===== config.mk =====
export PLATFORM = sky130hd
export DESIGN_NAME = noc_router_lookup_mc_reg_flat
export DESIGN_NICKNAME = d
export VERILOG_FILES = /design/src/rtl/noc_router_lookup_mc_reg_pkg.sv /design/src/rtl/noc_router_lookup_mc_reg_if.sv /design/src/rtl/noc_router_lookup_mc_reg_fork.sv /design/src/rtl/noc_router_lookup_mc_reg.sv /design/src/flat_wrapper.sv
export SDC_FILE = /design/constraint.sdc
export NUM_CORES = 1
export LEC_CHECK = 0
export BUFFER_PORTS_ARGS = -buffer_cell sky130_fd_sc_hd__buf_2
export CORE_AREA = 10 10 199 201
export CTS_CLUSTER_DIAMETER = 80
export DETAILED_ROUTE_END_ITERATION = 6
export DIE_AREA = 0 0 209 211
export SLEW_MARGIN = 5
export SYNTH_ARGS = -nofsm -noshare
export SYNTH_HDL_FRONTEND = slang
export SYNTH_HIERARCHICAL = 1
export SYNTH_SLANG_ARGS = --single-unit

===== constraint.sdc =====
create_clock -name clk -period 3.7 [get_ports clk]
set_input_delay 0.185 -clock clk [delete_from_list [all_inputs] [get_ports clk]]
set_output_delay 0.185 -clock clk [all_outputs]
set_load 0.01 [all_outputs]

===== src/rtl/noc_router_lookup_mc_reg_pkg.sv =====
// Shared types and arithmetic route functions for the mesh NoC route-lookup stage.
// Direction indices L=0 N=1 E=2 S=3 W=4 match the bit order of every route vector.
package noc_router_lookup_mc_reg_pkg;

    typedef enum logic [2:0] {
        DIR_L = 3'd0,
        DIR_N = 3'd1,
        DIR_E = 3'd2,
        DIR_S = 3'd3,
        DIR_W = 3'd4
    } dir_e;

    typedef enum logic [1:0] {
        WORM_IDLE,
        WORM_ROUTE,
        WORM_DROP
    } worm_e;

    localparam int NUM_DIRS = 5;

    // Header layout: {dy,dx} at bit 0, then north, east, south, west bounds.
    function automatic int field_lsb(input dir_e d, input int xb, input int yb);
        case (d)
            DIR_N:   return xb + yb;
            DIR_E:   return xb + 2 * yb;
            DIR_S:   return 2 * xb + 2 * yb;
            DIR_W:   return 2 * xb + 3 * yb;
            default: return 0;
        endcase
    endfunction

    function automatic logic [4:0] xy_route(input int x, input int y, input int dx, input int dy);
        logic [4:0] r;
        r = '0;
        if (dx > x)      r[DIR_E] = 1'b1;
        else if (dx < x) r[DIR_W] = 1'b1;
        else if (dy > y) r[DIR_N] = 1'b1;
        else             r[DIR_S] = 1'b1;
        return r;
    endfunction

    // Phase 0 fans out from the centre node; phase 1 spreads column-first inside the box.
    function automatic logic [4:0] mc_route(input logic phase, input int x, input int y,
                                            input int dx, input int dy,
                                            input int n_id, input int e_id,
                                            input int s_id, input int w_id,
                                            input logic mask_self);
        logic [4:0] r;
        r = '0;
        if (!phase) begin
            r[DIR_L] = 1'b1;
            r[DIR_N] = (y != n_id);
            r[DIR_S] = (y != s_id);
            r[DIR_E] = (x != e_id);
            r[DIR_W] = (x != w_id);
        end else begin
            r[DIR_L] = mask_self;
            if (y != dy) begin
                if (y > dy && y < n_id)      r[DIR_N] = 1'b1;
                else if (y < dy && y > s_id) r[DIR_S] = 1'b1;
            end else begin
                r[DIR_N] = (y != n_id);
                r[DIR_S] = (y != s_id);
                r[DIR_E] = (x > dx && x < e_id);
                r[DIR_W] = (x < dx && x > w_id);
            end
        end
        return r;
    endfunction

endpackage


===== src/rtl/noc_router_lookup_mc_reg_if.sv =====
// Flit-side bundle of the route-lookup stage: input FIFO side plus the five output arbiters.
interface noc_router_lookup_mc_reg_if #(
    parameter int FLIT_WIDTH = 256
);
    logic [FLIT_WIDTH-1:0] in_flit;
    logic                  in_last;
    logic                  in_valid;
    logic                  in_ready;
    logic [FLIT_WIDTH-1:0] out_flit;
    logic                  out_last;
    logic [4:0]            out_valid;
    logic [4:0]            out_ready;
    logic                  err_noroute;

    modport master (
        output in_flit, in_last, in_valid, out_ready,
        input  in_ready, out_flit, out_last, out_valid, err_noroute
    );

    modport slave (
        input  in_flit, in_last, in_valid, out_ready,
        output in_ready, out_flit, out_last, out_valid, err_noroute
    );
endinterface


===== src/rtl/noc_router_lookup_mc_reg_fork.sv =====
// One-entry eager-fork register: presents one word to every selected output and
// tracks which outputs already took it, so each output sees the word exactly once.
module noc_router_lookup_mc_reg_fork #(
    parameter int W = 8,
    parameter int N = 5
) (
    input  logic         clk,
    input  logic         rst_n,
    input  logic         in_load,
    input  logic [W-1:0] in_data,
    input  logic [N-1:0] in_route,
    output logic         in_ready,
    output logic [W-1:0] out_data,
    output logic [N-1:0] out_valid,
    input  logic [N-1:0] out_ready
);
    logic         full;
    logic [N-1:0] route;
    logic [N-1:0] served;
    logic [N-1:0] fire;
    logic         done;

    assign out_valid = {N{full}} & route & ~served;
    assign fire      = out_valid & out_ready;
    assign done      = full && ((served | fire) == route);
    assign in_ready  = ~full | done;

    // A load wins over done so back-to-back words keep one per cycle.
    always_ff @(posedge clk or negedge rst_n) begin
        if (!rst_n) begin
            full     <= 1'b0;
            route    <= '0;
            served   <= '0;
            out_data <= '0;
        end else if (in_load) begin
            full     <= 1'b1;
            route    <= in_route;
            served   <= '0;
            out_data <= in_data;
        end else if (done) begin
            full   <= 1'b0;
            served <= '0;
        end else begin
            served <= served | fire;
        end
    end
endmodule


===== src/rtl/noc_router_lookup_mc_reg.sv =====
// Route-lookup stage of a mesh NoC input port: arithmetic XY / bounding-box multicast
// routing, wormhole route hold, drop of unroutable packets and an eager-fork output register.
module noc_router_lookup_mc_reg
    import noc_router_lookup_mc_reg_pkg::*;
#(
    parameter int FLIT_WIDTH = 256,
    parameter int X_BITS     = 2,
    parameter int Y_BITS     = 2,
    parameter int X          = 0,
    parameter int Y          = 0,
    parameter int MASK_LSB   = 160
) (
    input  logic clk,
    input  logic rst_n,
    noc_router_lookup_mc_reg_if.slave bus
);
    localparam int N_LSB    = field_lsb(DIR_N, X_BITS, Y_BITS);
    localparam int E_LSB    = field_lsb(DIR_E, X_BITS, Y_BITS);
    localparam int S_LSB    = field_lsb(DIR_S, X_BITS, Y_BITS);
    localparam int W_LSB    = field_lsb(DIR_W, X_BITS, Y_BITS);
    localparam int SELF_IDX = (Y << X_BITS) + X;

    logic [X_BITS-1:0] dx, e_id, w_id;
    logic [Y_BITS-1:0] dy, n_id, s_id;
    logic              phase, central, mask_self;
    logic [4:0]        hdr_route, fork_route;
    logic [FLIT_WIDTH-1:0] flit_rewr;

    worm_e      state, state_next;
    logic [4:0] worm_route;
    logic       accept, fork_load, fork_in_ready, load_worm, err_next;

    assign dx        = bus.in_flit[X_BITS-1:0];
    assign dy        = bus.in_flit[X_BITS +: Y_BITS];
    assign n_id      = bus.in_flit[N_LSB +: Y_BITS];
    assign e_id      = bus.in_flit[E_LSB +: X_BITS];
    assign s_id      = bus.in_flit[S_LSB +: Y_BITS];
    assign w_id      = bus.in_flit[W_LSB +: X_BITS];
    assign phase     = bus.in_flit[FLIT_WIDTH-1];
    assign mask_self = bus.in_flit[MASK_LSB + SELF_IDX];
    assign central   = ~phase && (int'(dx) == X) && (int'(dy) == Y);

    assign hdr_route = (phase || central)
        ? mc_route(phase, X, Y, int'(dx), int'(dy), int'(n_id), int'(e_id),
                   int'(s_id), int'(w_id), mask_self)
        : xy_route(X, Y, int'(dx), int'(dy));

    // The centre node turns the packet around into the spread phase.
    assign flit_rewr = (central && state == WORM_IDLE)
        ? {1'b1, bus.in_flit[FLIT_WIDTH-2:0]} : bus.in_flit;

    assign accept       = bus.in_valid & fork_in_ready;
    assign bus.in_ready = fork_in_ready;

    always_ff @(posedge clk or negedge rst_n) begin
        if (!rst_n) begin
            state           <= WORM_IDLE;
            worm_route      <= '0;
            bus.err_noroute <= 1'b0;
        end else begin
            state           <= state_next;
            bus.err_noroute <= err_next;
            if (load_worm) worm_route <= hdr_route;
        end
    end

    always_comb begin
        state_next = state;
        if (accept) begin
            case (state)
                WORM_IDLE: begin
                    if (!bus.in_last) state_next = (hdr_route != '0) ? WORM_ROUTE : WORM_DROP;
                end
                WORM_ROUTE, WORM_DROP: begin
                    if (bus.in_last) state_next = WORM_IDLE;
                end
                default: state_next = WORM_IDLE;
            endcase
        end
    end

    always_comb begin
        fork_route = (state == WORM_IDLE) ? hdr_route : worm_route;
        fork_load  = accept && (((state == WORM_IDLE) && hdr_route != '0) || state == WORM_ROUTE);
        load_worm  = accept && (state == WORM_IDLE) && !bus.in_last && hdr_route != '0;
        err_next   = accept && (state == WORM_IDLE) && hdr_route == '0;
    end

    noc_router_lookup_mc_reg_fork #(
        .W (FLIT_WIDTH + 1),
        .N (NUM_DIRS)
    ) u_fork (
        .clk       (clk),
        .rst_n     (rst_n),
        .in_load   (fork_load),
        .in_data   ({bus.in_last, flit_rewr}),
        .in_route  (fork_route),
        .in_ready  (fork_in_ready),
        .out_data  ({bus.out_last, bus.out_flit}),
        .out_valid (bus.out_valid),
        .out_ready (bus.out_ready)
    );
endmodule


===== src/flat_wrapper.sv =====
// flat-port wrapper written by rule: the top's interface ports become plain ports
module noc_router_lookup_mc_reg_flat import noc_router_lookup_mc_reg_pkg::*;
#(
    parameter int FLIT_WIDTH = 256,
    parameter int X_BITS     = 2,
    parameter int Y_BITS     = 2,
    parameter int X          = 0,
    parameter int Y          = 0,
    parameter int MASK_LSB   = 160
)
  (clk, rst_n, bus_in_flit, bus_in_last, bus_in_valid, bus_out_ready, bus_in_ready, bus_out_flit, bus_out_last, bus_out_valid, bus_err_noroute);
  noc_router_lookup_mc_reg_if #(.FLIT_WIDTH(FLIT_WIDTH)) bus_i ();
  input  logic clk;
  input  logic rst_n;
  input wire logic [$bits(bus_i.in_flit)-1:0] bus_in_flit;
  input wire logic [$bits(bus_i.in_last)-1:0] bus_in_last;
  input wire logic [$bits(bus_i.in_valid)-1:0] bus_in_valid;
  input wire logic [$bits(bus_i.out_ready)-1:0] bus_out_ready;
  output wire logic [$bits(bus_i.in_ready)-1:0] bus_in_ready;
  output wire logic [$bits(bus_i.out_flit)-1:0] bus_out_flit;
  output wire logic [$bits(bus_i.out_last)-1:0] bus_out_last;
  output wire logic [$bits(bus_i.out_valid)-1:0] bus_out_valid;
  output wire logic [$bits(bus_i.err_noroute)-1:0] bus_err_noroute;
  assign bus_i.in_flit = bus_in_flit;
  assign bus_i.in_last = bus_in_last;
  assign bus_i.in_valid = bus_in_valid;
  assign bus_i.out_ready = bus_out_ready;
  assign bus_in_ready = bus_i.in_ready;
  assign bus_out_flit = bus_i.out_flit;
  assign bus_out_last = bus_i.out_last;
  assign bus_out_valid = bus_i.out_valid;
  assign bus_err_noroute = bus_i.err_noroute;
  noc_router_lookup_mc_reg #(.FLIT_WIDTH(FLIT_WIDTH), .X_BITS(X_BITS), .Y_BITS(Y_BITS), .X(X), .Y(Y), .MASK_LSB(MASK_LSB)) u_core (.clk(clk), .rst_n(rst_n), .bus(bus_i));
endmodule

After elaboration in Yosys (flattened, before gate mapping)
Index checks and enable logic that the tools add are counted.
Storage, ports and cells
  logic and storage cells: 67
  input port bits: 265
  bits in registers: 276
  output and inout port bits: 264
Cells by class
  muxes and demuxes: 18
  reduce and logical (&&, ||, !) cells: 26
  magnitude comparators: 2
  bitwise gates (word level): 9
  eq/ne operators: 5
Operator list (number)
  256-bit two-way mux: 1
  5-bit two-way mux: 5
  5-bit bitwise AND: 3
  2-bit nonzero test: 6
  1-bit logical AND: 10
  1-bit two-way mux: 7
  2-bit logical NOT: 3
  2-bit two-way mux: 3
  5-bit equality test: 1
  5-bit logical NOT: 1
  5-bit NOT: 1
  5-bit bitwise OR: 1
  5-bit nonzero test: 1
  2-bit by 1-bit > comparator with 1-bit output (second input constant): 2
  2-bit != test (second input constant): 2
  2-bit one-hot mux with 2 select lines: 1
  3-bit two-way mux: 1
  3-bit AND reduction: 1
  2-bit by 1-bit equality test with 1-bit output (second input constant): 1
  2-bit equality test (second input constant): 1
  1-bit logical OR: 2
  1-bit NOT: 2
  2-bit OR reduction: 1
  1-bit bitwise AND: 1
  other kinds (2): 2

Depth between registers and ports, before layout
Gate-level depths: netlist of run 1.
  depth in word-level cells: 11
  mapped depth: 11
  mapped depth without buffers: 7

By module
Netlist of run 1, hierarchy kept.
By module, submodules not included
  noc_router_lookup_mc_reg_fork: sequential area each 6706.4 µm², area an instance 10065.9 µm², instances 1, cells an instance 604
  noc_router_lookup_mc_reg: sequential area each 200.2 µm², area an instance 591.8 µm², instances 1, cells an instance 63

Least setup slack after synthesis of run 1
No wires, ideal clock.
  path kind: register -> register
  start point: register u_core.u_fork.route[1]
  end point: register u_core.u_fork.out_data[100]
  data required time: 3575 ps
  period minus slack after synthesis: 2763 ps
  stages on the path, launching flop included: 10
  setup slack: 937 ps
  path buffers: 3
  arrival: 2638 ps
  library setup time: 125 ps
  path through: dfrtp_1 nor2b_1 a221o_1 o41ai_2 and2_1 o21a_1 buf_2 clkbuf_1 buf_2 mux2_2
On the way
  word-level cells in the longest chain between the ends: 9
RTL lines
  start, declared: RTL line noc_router_lookup_mc_reg_fork.sv:18  | logic [N-1:0] route;
  start signal, assigned: RTL line noc_router_lookup_mc_reg_fork.sv:37  | route <= in_route;
  5-bit bitwise AND (2 in series): RTL line noc_router_lookup_mc_reg_fork.sv:23  | assign out_valid = {N{full}} & route & ~served;
  5-bit bitwise AND: RTL line noc_router_lookup_mc_reg_fork.sv:24  | assign fire = out_valid & out_ready;
  5-bit bitwise OR: RTL line noc_router_lookup_mc_reg_fork.sv:25  | assign done = full && ((served | fire) == route);
  5-bit equality test *: RTL line noc_router_lookup_mc_reg_fork.sv:25
  1-bit logical AND *: RTL line noc_router_lookup_mc_reg_fork.sv:25
  1-bit bitwise OR *: RTL line noc_router_lookup_mc_reg_fork.sv:26  | assign in_ready = ~full | done;
  net bus_in_ready: RTL line flat_wrapper.sv:19  | output wire logic [$bits(bus_i.in_ready)-1:0] bus_in_ready;
  1-bit bitwise AND *: RTL line noc_router_lookup_mc_reg.sv:52  | assign accept = bus.in_valid & fork_in_ready;
  1-bit logical AND *: RTL line noc_router_lookup_mc_reg.sv:84  | fork_load = accept && (((state == WORM_IDLE) && hdr_route != '0) || state == WORM_ROUTE);
  net u_core.fork_load: RTL line noc_router_lookup_mc_reg.sv:31  | logic accept, fork_load, fork_in_ready, load_worm, err_next;
  end signal, assigned: RTL line noc_router_lookup_mc_reg_fork.sv:39  | out_data <= in_data;
  end, declared: RTL line noc_router_lookup_mc_reg_fork.sv:13  | output logic [W-1:0] out_data,
Mark *: on every way through the listed nets, which the timed path passes. The rest lies on a longest branch.
A chain may end at the register's enable or synchronous reset.

Worst setup path in the final report of run 1
  start point: register u_core.u_fork.full
  end point: register u_core.u_fork.out_data[143]
On the way
  word-level cells in the longest chain between the ends: 9
  elaborated cells on any way between the ends: 10
  those cells by class: 1 x eq/ne; 7 x bitwise; 2 x reduce/logical
RTL lines
  start, declared: RTL line noc_router_lookup_mc_reg_fork.sv:17  | logic full;
  start signal, assigned: RTL line noc_router_lookup_mc_reg_fork.sv:31  | full <= 1'b0;
  start signal, assigned: RTL line noc_router_lookup_mc_reg_fork.sv:36  | full <= 1'b1;
  start signal, assigned: RTL line noc_router_lookup_mc_reg_fork.sv:41  | full <= 1'b0;
  5-bit bitwise AND (2 in series): RTL line noc_router_lookup_mc_reg_fork.sv:23
  5-bit bitwise AND: RTL line noc_router_lookup_mc_reg_fork.sv:24
  5-bit bitwise OR: RTL line noc_router_lookup_mc_reg_fork.sv:25
  5-bit equality test: RTL line noc_router_lookup_mc_reg_fork.sv:25
  1-bit logical AND: RTL line noc_router_lookup_mc_reg_fork.sv:25
  1-bit bitwise OR *: RTL line noc_router_lookup_mc_reg_fork.sv:26
  1-bit bitwise AND *: RTL line noc_router_lookup_mc_reg.sv:52
  1-bit logical AND *: RTL line noc_router_lookup_mc_reg.sv:84
  net u_core.fork_load: RTL line noc_router_lookup_mc_reg.sv:31
Marked as above.

==> summary.md, run 1 <==
| Metric | Value |
|---|---|
| Clock Skew | 0.01206 ns |
| # DRC | 0 |
| # setup viols final | 0 |
| Post-Place Cell Area | 13,930 um2 |
| Drt total wl | 37.36 mm |
| Crit Path Category | flip-flop to flip-flop |
| Non-filler cells, final | 1,962 |
| Worst-margin pin slew | 0.5974 ns |
| Tightest hold margin | 0.05608 ns |
| Gpl congestion | 0.8316 |
| Synth area leaders | dfrtp_1 65%, mux2_2 28%, buf_2 1.3%, nand2_1 0.46%, mux2_4 0.42% |
| Die width | 209 um |
| Power Total | 14.83 mW |
| Power per cell area | 845.1 nW/um2 |
| Synth Register Bits | 276 |
| Mapped Nets | 934 |
| Clk_lat worst skew | 0.57 ns |
| Main combinational cell family by area after synthesis | multiplexers |
| Max Transition Viols Final | 0 |
| Dpl ws | 0.6444 ns |
| Worst R2R End | u_core/u_fork/out_data[143] |
| Total track usage | 16.01% |
| Top cell type's share of synthesized area | 64.80% |
| Setup_tns | 0 ns |
| Crit start category | flip-flop |
| Min-Delay Endpoint | u_core/state[0] |
| Setup crit end kind | flip-flop |
| DR pass1 iterations | 5 |
| Adder-cell share of the synthesized area | 0.2348% |
| Clock tree buffer depth | 3 |
| Die area | 44,100 um2 |
| Initial Util | 30.11% |
| Post-synth top area cell | dfrtp_1 |
| Clock buffer count from CTS | 31 |
| Mapped Area | 10,660 um2 |
| Syn Area/Cell | 15.98 um2 |
| Main synth FF type | dfrtp_1 |
| Achievable Freq | 0.3253 GHz |
| Commonest cells post-synth | 276 x dfrtp_1, 265 x mux2_2, 28 x buf_2 |
| Max_cap viols | 0 |
| Row cnt | 69 |
| Number of global-route vias before repair | 9,732 |
| WP data required | 4.15 ns |
| Share of cells above drive strength 1 | 58.08% |
| Max VDD drop | 0.0005370 V |
| Leakage power | 8.305 nW |
| HP Class | input pin to flip-flop |
| Core area | 35,400 um2 |
| Post-synth EDFFs | 0 |
| Clk slew on worst S/H paths | 0.06 ns |
| TritonCTS clock tree | done |
| Hold path depth | 5 |
| Placed cells | 1,640 |
| Final nets | 1,741 |
| Synth Area in Compound Gates | 1.808% |
| R2R setup slack | 0.63 ns |
| I/O pin count | 529 |
| Mux cell area share after synthesis | 28.52% |
| Simple-gate portion of the synthesized area | 2.865% |
| First-pass GRT wire length | 56.72 mm |
| H-tree depth | 1 |
| Min Tclk post-route | 3.074 ns |
| Avg Vias per Cell | 4.385 |
| Area grow syn2layout | 64.70% |
| Fillers | 3,034 |
| Min-delay src | bus_in_valid |
| Initial DRC Count | 328 |
| Final Hold Viols | 0 |
| Post-Synth XOR/XNOR Area | 0% |
| Mapped Cells | 667 |
| Seq/Total Area, Yosys | 64.80% |
| Worst Reg-to-Reg Cells | 7 |
| Post-route clock period utilization | 83.09% |
| Via count | 8,603 |
| Port Buf Inserts | 528 |
| Outcome | finished, final reports clean |
| Die height | 211 um |
| Yosys cell types | 40 |
| RSZ-0062 raised after global routing | false |
| CP Data Arrival Time | 3.52 ns |
| Pin count of the biggest net entering global routing | 80 |
| Initial antenna violation count | 3 |
| Final core utilization | 49.59% |
| Post-DP HPWL | 27.13 mm |
| Post-route antenna net violation count | 0 |
| Ys async rst share | 100.0% |
| Relative slew slack | 60.17% |
| CTS Sinks | 276 |
| Final Cell Area | 17,550 um2 |
| Top-count cell post-synth | dfrtp_1 |
| CTS root buffer | clkbuf_16 |
| Fin worst setup slack | 0.6257 ns |
| Ys Warns | 6 |
| Wirelength per Cell | 19.04 um |
| Remaining global-route overflow | 0 |
| R2r startpoint | u_core/u_fork/full |
| Total setup buffers inserted after CTS | 0 |
| Crit Path Max Fanout | 79 |
per-layer routing:
metal	global-route usage, %	share of wire, %
met1	16.91	36
met2	28.87	52
met3	6.062	8.5
met4	5.110	2.7
met5	0	0
sequential cells by signal, summed over array words and instances, names as in the netlist:
name and flops:
u_core/u_fork/out_data 257, u_core/u_fork/route 5, u_core/u_fork/served 5, u_core/worm_route 5, u_core/state 2, u_core/bus.err_noroute 1, u_core/u_fork/full 1
repair_timing:
item / 4_1_cts / 5_1_grt
hold buffers: 262 / 0
gates resized for setup: 0 / 0
hold endpoints to repair: 334 / 0
power by group:
group	internal, mW	switching, mW	total, mW
logic	3.39	3.08	6.47
registers	4.59	0.829	5.42
clock network	1.72	1.23	2.95
total	9.70	5.13	14.8
critical path, stage by stage (launching register included):
cell and delay (ns):
dfrtp_1 0.62, nand2_1 0.10, a221o_1 0.36, o41ai_2 0.48, and2_1 0.25, o21a_4 0.28, buf_12 0.35, mux2_2 0.41
cells by family (layout without fill, tap and decap cells):
| kind of cell | Yosys count | after routing |
|---|---|---|
| AO/OA/AOI/OAI | 25 | 25 |
| adder cells (fa/ha/maj) | 2 | 2 |
| buffers and inverters | 40 | 871 |
| flip-flops | 276 | 276 |
| multiplexers | 269 | 269 |
| other | 0 | 3 |
| AND/OR/NAND/NOR | 55 | 55 |
how the worst max path moves through the flow:
stage / start / end / slack, ns
finish: u_core/u_fork/full / u_core/u_fork/out_data[143] / 0.63
detailed placement: u_core/u_fork/full / u_core/u_fork/out_data[144] / 0.64
CTS: u_core/u_fork/full / u_core/u_fork/out_data[144] / 0.64
floorplan: u_core/u_fork/route[1] / u_core/u_fork/out_data[100] / 0.94
global placement: u_core/u_fork/full / u_core/u_fork/out_data[140] / 0.77
global route: u_core/u_fork/full / u_core/u_fork/out_data[221] / 0.39
cells in the final DEF (no fill, tap or decap), types with 7 or more instances in the layout:
cell type      Yosys  routed
clkbuf_16          0      31
dfrtp_1          276     276
buf_4              1      11
mux2_2           265     265
nor2_1             8       8
clkbuf_8           0       9
dlygate4sd3_1      0     262
buf_2             28     527
nor3_1             8       8
clkbuf_1           3       8
nand2_1           13      13
inv_1              7       7
area by class of cell:
| cell class | instances | area (um2) | area share [%] |
|---|---|---|---|
| sequential | 276 | 6907 | 39.35 |
| timing repair buffer | 807 | 5478 | 31.21 |
| tap | 461 | 576.8 | 3.286 |
| antenna | 3 | 7.507 | 0.04277 |
| multi-input combinational | 351 | 3570 | 20.34 |
| inverter | 7 | 26.28 | 0.1497 |
| clock buffer | 48 | 929.6 | 5.296 |
| clock inverter | 9 | 58.81 | 0.3350 |
(Power assumes the default switching activity.)
==> run 2, diff against run 1 <==
--- a/config.mk
+++ b/config.mk
@@ -6,10 +6,10 @@
 export NUM_CORES = 1
 export LEC_CHECK = 0
 export BUFFER_PORTS_ARGS = -buffer_cell sky130_fd_sc_hd__buf_2
-export CORE_AREA = 10 10 199 201
+export CORE_AREA = 10 10 198 200
 export CTS_CLUSTER_DIAMETER = 80
 export DETAILED_ROUTE_END_ITERATION = 6
-export DIE_AREA = 0 0 209 211
+export DIE_AREA = 0 0 208 210
 export SLEW_MARGIN = 5
 export SYNTH_ARGS = -nofsm -noshare
 export SYNTH_HDL_FRONTEND = slang
==> constraint.sdc (replaced) <==
create_clock -name clk -period 2.7 [get_ports clk]
set_input_delay 0.135 -clock clk [delete_from_list [all_inputs] [get_ports clk]]
set_output_delay 0.135 -clock clk [all_outputs]
set_load 0.01 [all_outputs]
==> run 2 against run 1 <==
Core utilization grew 0.89 points. Total power grew 39%. Non-clock buffer count grew 24. Clock power grew 36%. Final cell count grew 1.3%. Clock skew grew 0.0024 ns.
==> summary.md, run 2 (synthesized netlist as in run 1, its figures left out) <==
| Metric | Value |
|---|---|
| HP Class | input pin to flip-flop |
| CTS Sinks | 276 (unchanged) |
| Achievable Freq | 0.3959 GHz (+22%) |
| Core area | 35,220 um2 (-0.49%) |
| Commonest non-fill, non-tap cell in the layout | buf_2 |
| WP data required | 3.14 ns (-1.01 ns) |
| Die area | 43,680 um2 (-0.95%) |
| Min Tclk post-route | 2.526 ns (-0.5484 ns) |
| Share of cells above drive strength 1 | 58.65% (+0.57 points) |
| Gpl congestion | 0.8073 (-2.9%) |
| Clock tree buffer depth | 3 (unchanged) |
| Port Buf Inserts | 528 (unchanged) |
| Wirelength per Cell | 19.16 um (+0.61%) |
| Crit Path Max Fanout | 26 (-67%) |
| First-pass GRT wire length | 59.10 mm (+4.2%) |
| Power Total | 20.61 mW (+39%) |
| Final core utilization | 50.48% (+0.89 points) |
| Die width | 208 um (-0.48%) |
| Crit Path Category | flip-flop to flip-flop |
| CTS root buffer | clkbuf_16 |
| Post-DP HPWL | 27.77 mm (+2.4%) |
| Largest register by flop count | u_core/u_fork/out_data |
| Clock buffer count from CTS | 31 (unchanged) |
| Clock Skew | 0.01449 ns (+0.002428 ns) |
| Max reg flops | 257 (unchanged) |
| Number of global-route vias before repair | 10,110 (+3.9%) |
| Via count | 8,731 (+1.5%) |
| Row cnt | 69 (unchanged) |
| # setup viols final | 0 (unchanged) |
| Setup_tns | 0 ns (unchanged) |
| Pin count of the biggest net entering global routing | 97 (+21%) |
| Crit start category | flip-flop |
| Total track usage | 16.65% (+0.64 points) |
| Final nets | 1,765 (+1.4%) |
| Commonest cells after routing, fill and taps aside | 527 x buf_2, 275 x dfrtp_1, 265 x mux2_2, 263 x dlygate4sd3_1, 31 x clkbuf_16 |
| Outcome | finished, final reports clean |
| Post-route antenna net violation count | 0 (unchanged) |
| Remaining global-route overflow | 0 (unchanged) |
| Drt total wl | 38.07 mm (+1.9%) |
| Max Transition Viols Final | 0 (unchanged) |
| Clk_lat worst skew | 0.55 ns (-0.02 ns) |
| Initial Util | 30.26% (+0.15 points) |
| Post-route clock period utilization | 93.55% (+10 points) |
| Dpl ws | 0.1251 ns (-0.5193 ns) |
| Final Hold Viols | 0 (unchanged) |
| Die height | 210 um (-0.47%) |
| Area grow syn2layout | 66.82% |
| H-tree depth | 1 (unchanged) |
| Non-filler cells, final | 1,987 (+1.3%) |
| Initial antenna violation count | 6 (+3) |
| Total setup buffers inserted after CTS | 0 (unchanged) |
| Relative slew slack | 48.71% (-11 points) |
| Avg Vias per Cell | 4.394 (+0.21%) |
| I/O pin count | 529 (unchanged) |
| TritonCTS clock tree | done |
| RSZ-0062 raised after global routing | false |
| Power per cell area | 1159 nW/um2 (+37%) |
| Setup crit end kind | flip-flop |
| CP Data Arrival Time | 2.96 ns (-0.56 ns) |
| Max VDD drop | 0.0007375 V (+37%) |
| Initial DRC Count | 289 (-12%) |
| Leakage power | 8.425 nW (+1.4%) |
| Clk slew on worst S/H paths | 0.06 ns (about the same) |
| # DRC | 0 (unchanged) |
| Worst-margin pin slew | 0.7694 ns (+0.1720 ns) |
| Fin worst setup slack | 0.1741 ns (-0.4516 ns) |
| Placed cells | 1,663 (+1.4%) |
| Max_cap viols | 0 (unchanged) |
| DR pass1 iterations | 4 (-1) |
## run 2: cell types whose count changed in the layout (fill, tap and decap cells not counted), moves of 2 or more
cell      previous run  this run
diode_2              3         5
buf_12               6        10
buf_4               11        30
clkbuf_8             9         5
clkinv_2             6         8
## run 2: power by group
group | total (mW) | switching (mW) | internal, mW
Sequential | 7.42 | 1.12 | 6.30
Clock | 4.00 | 1.66 | 2.34
Combinational | 9.20 | 4.30 | 4.90
## run 2: critical path, cell delays in order, from the launching register on
cell and delay [ns]:
dfrtp_1 0.37, nor2b_1 0.13, a221o_1 0.39, o41ai_4 0.32
and2_1 0.22, o21a_4 0.18, buf_12 0.20, buf_4 0.22
mux2_2 0.35
## run 2: stage by stage
step                      area, um2  hold WS, ns
after floorplan               10670      -0.1606
after global placement        14170       0.2268
after detailed placement      14170       0.2298
after CTS                     17770      0.01883
after global routing          17780      0.04674
final                         17780      0.05880
## run 2: layout make-up
| class | instances | area [um2] |
|---|---|---|
| diodes | 5 | 12.51 |
| clock inverters | 11 | 86.33 |
| repair buffers | 831 | 5710 |
| clock buffers | 45 | 878.3 |
| well taps | 461 | 576.8 |
| flip-flops and latches | 276 | 6908 |
| fillers | 2928 | 17440 |
| inverters | 7 | 26.28 |
| multi-input cells | 351 | 3581 |
## run 2: metal layers
| metal | up-vias | share of wire, % | GRT usage (%) |
|---|---|---|---|
| met5 | - | 0 | 0 |
| li1 | 4045 | - | - |
| met2 | 330 | 53 | 30.46 |
| met1 | 4299 | 36 | 17.58 |
| met3 | 57 | 8.6 | 6.121 |
| met4 | 0 | 2.7 | 4.798 |
## run 2: final timing paths
check	start	cells past startpoint	end	slack [ns]
max	u_core/u_fork/route[1]	8	u_core/u_fork/out_data[65]	0.17
max in group asynchronous	rst_n	3	u_core/worm_route[2]	1.67
min in group asynchronous	rst_n	2	u_core/u_fork/out_data[64]	0.24
max reg2reg	u_core/u_fork/route[1]	8	u_core/u_fork/out_data[65]	0.17
min	bus_in_flit[255]	3	u_core/u_fork/out_data[255]	0.06
min reg2reg	u_core/u_fork/out_data[90]	1	u_core/u_fork/out_data[90]	0.50
## run 2: what timing repair did
item / 4_1_cts / 5_1_grt
hold buffers: 263 / 0
gates resized for setup: 0 / 1
hold endpoints to repair: 349 / 0
endpoints found under the setup margin: 0 / 22
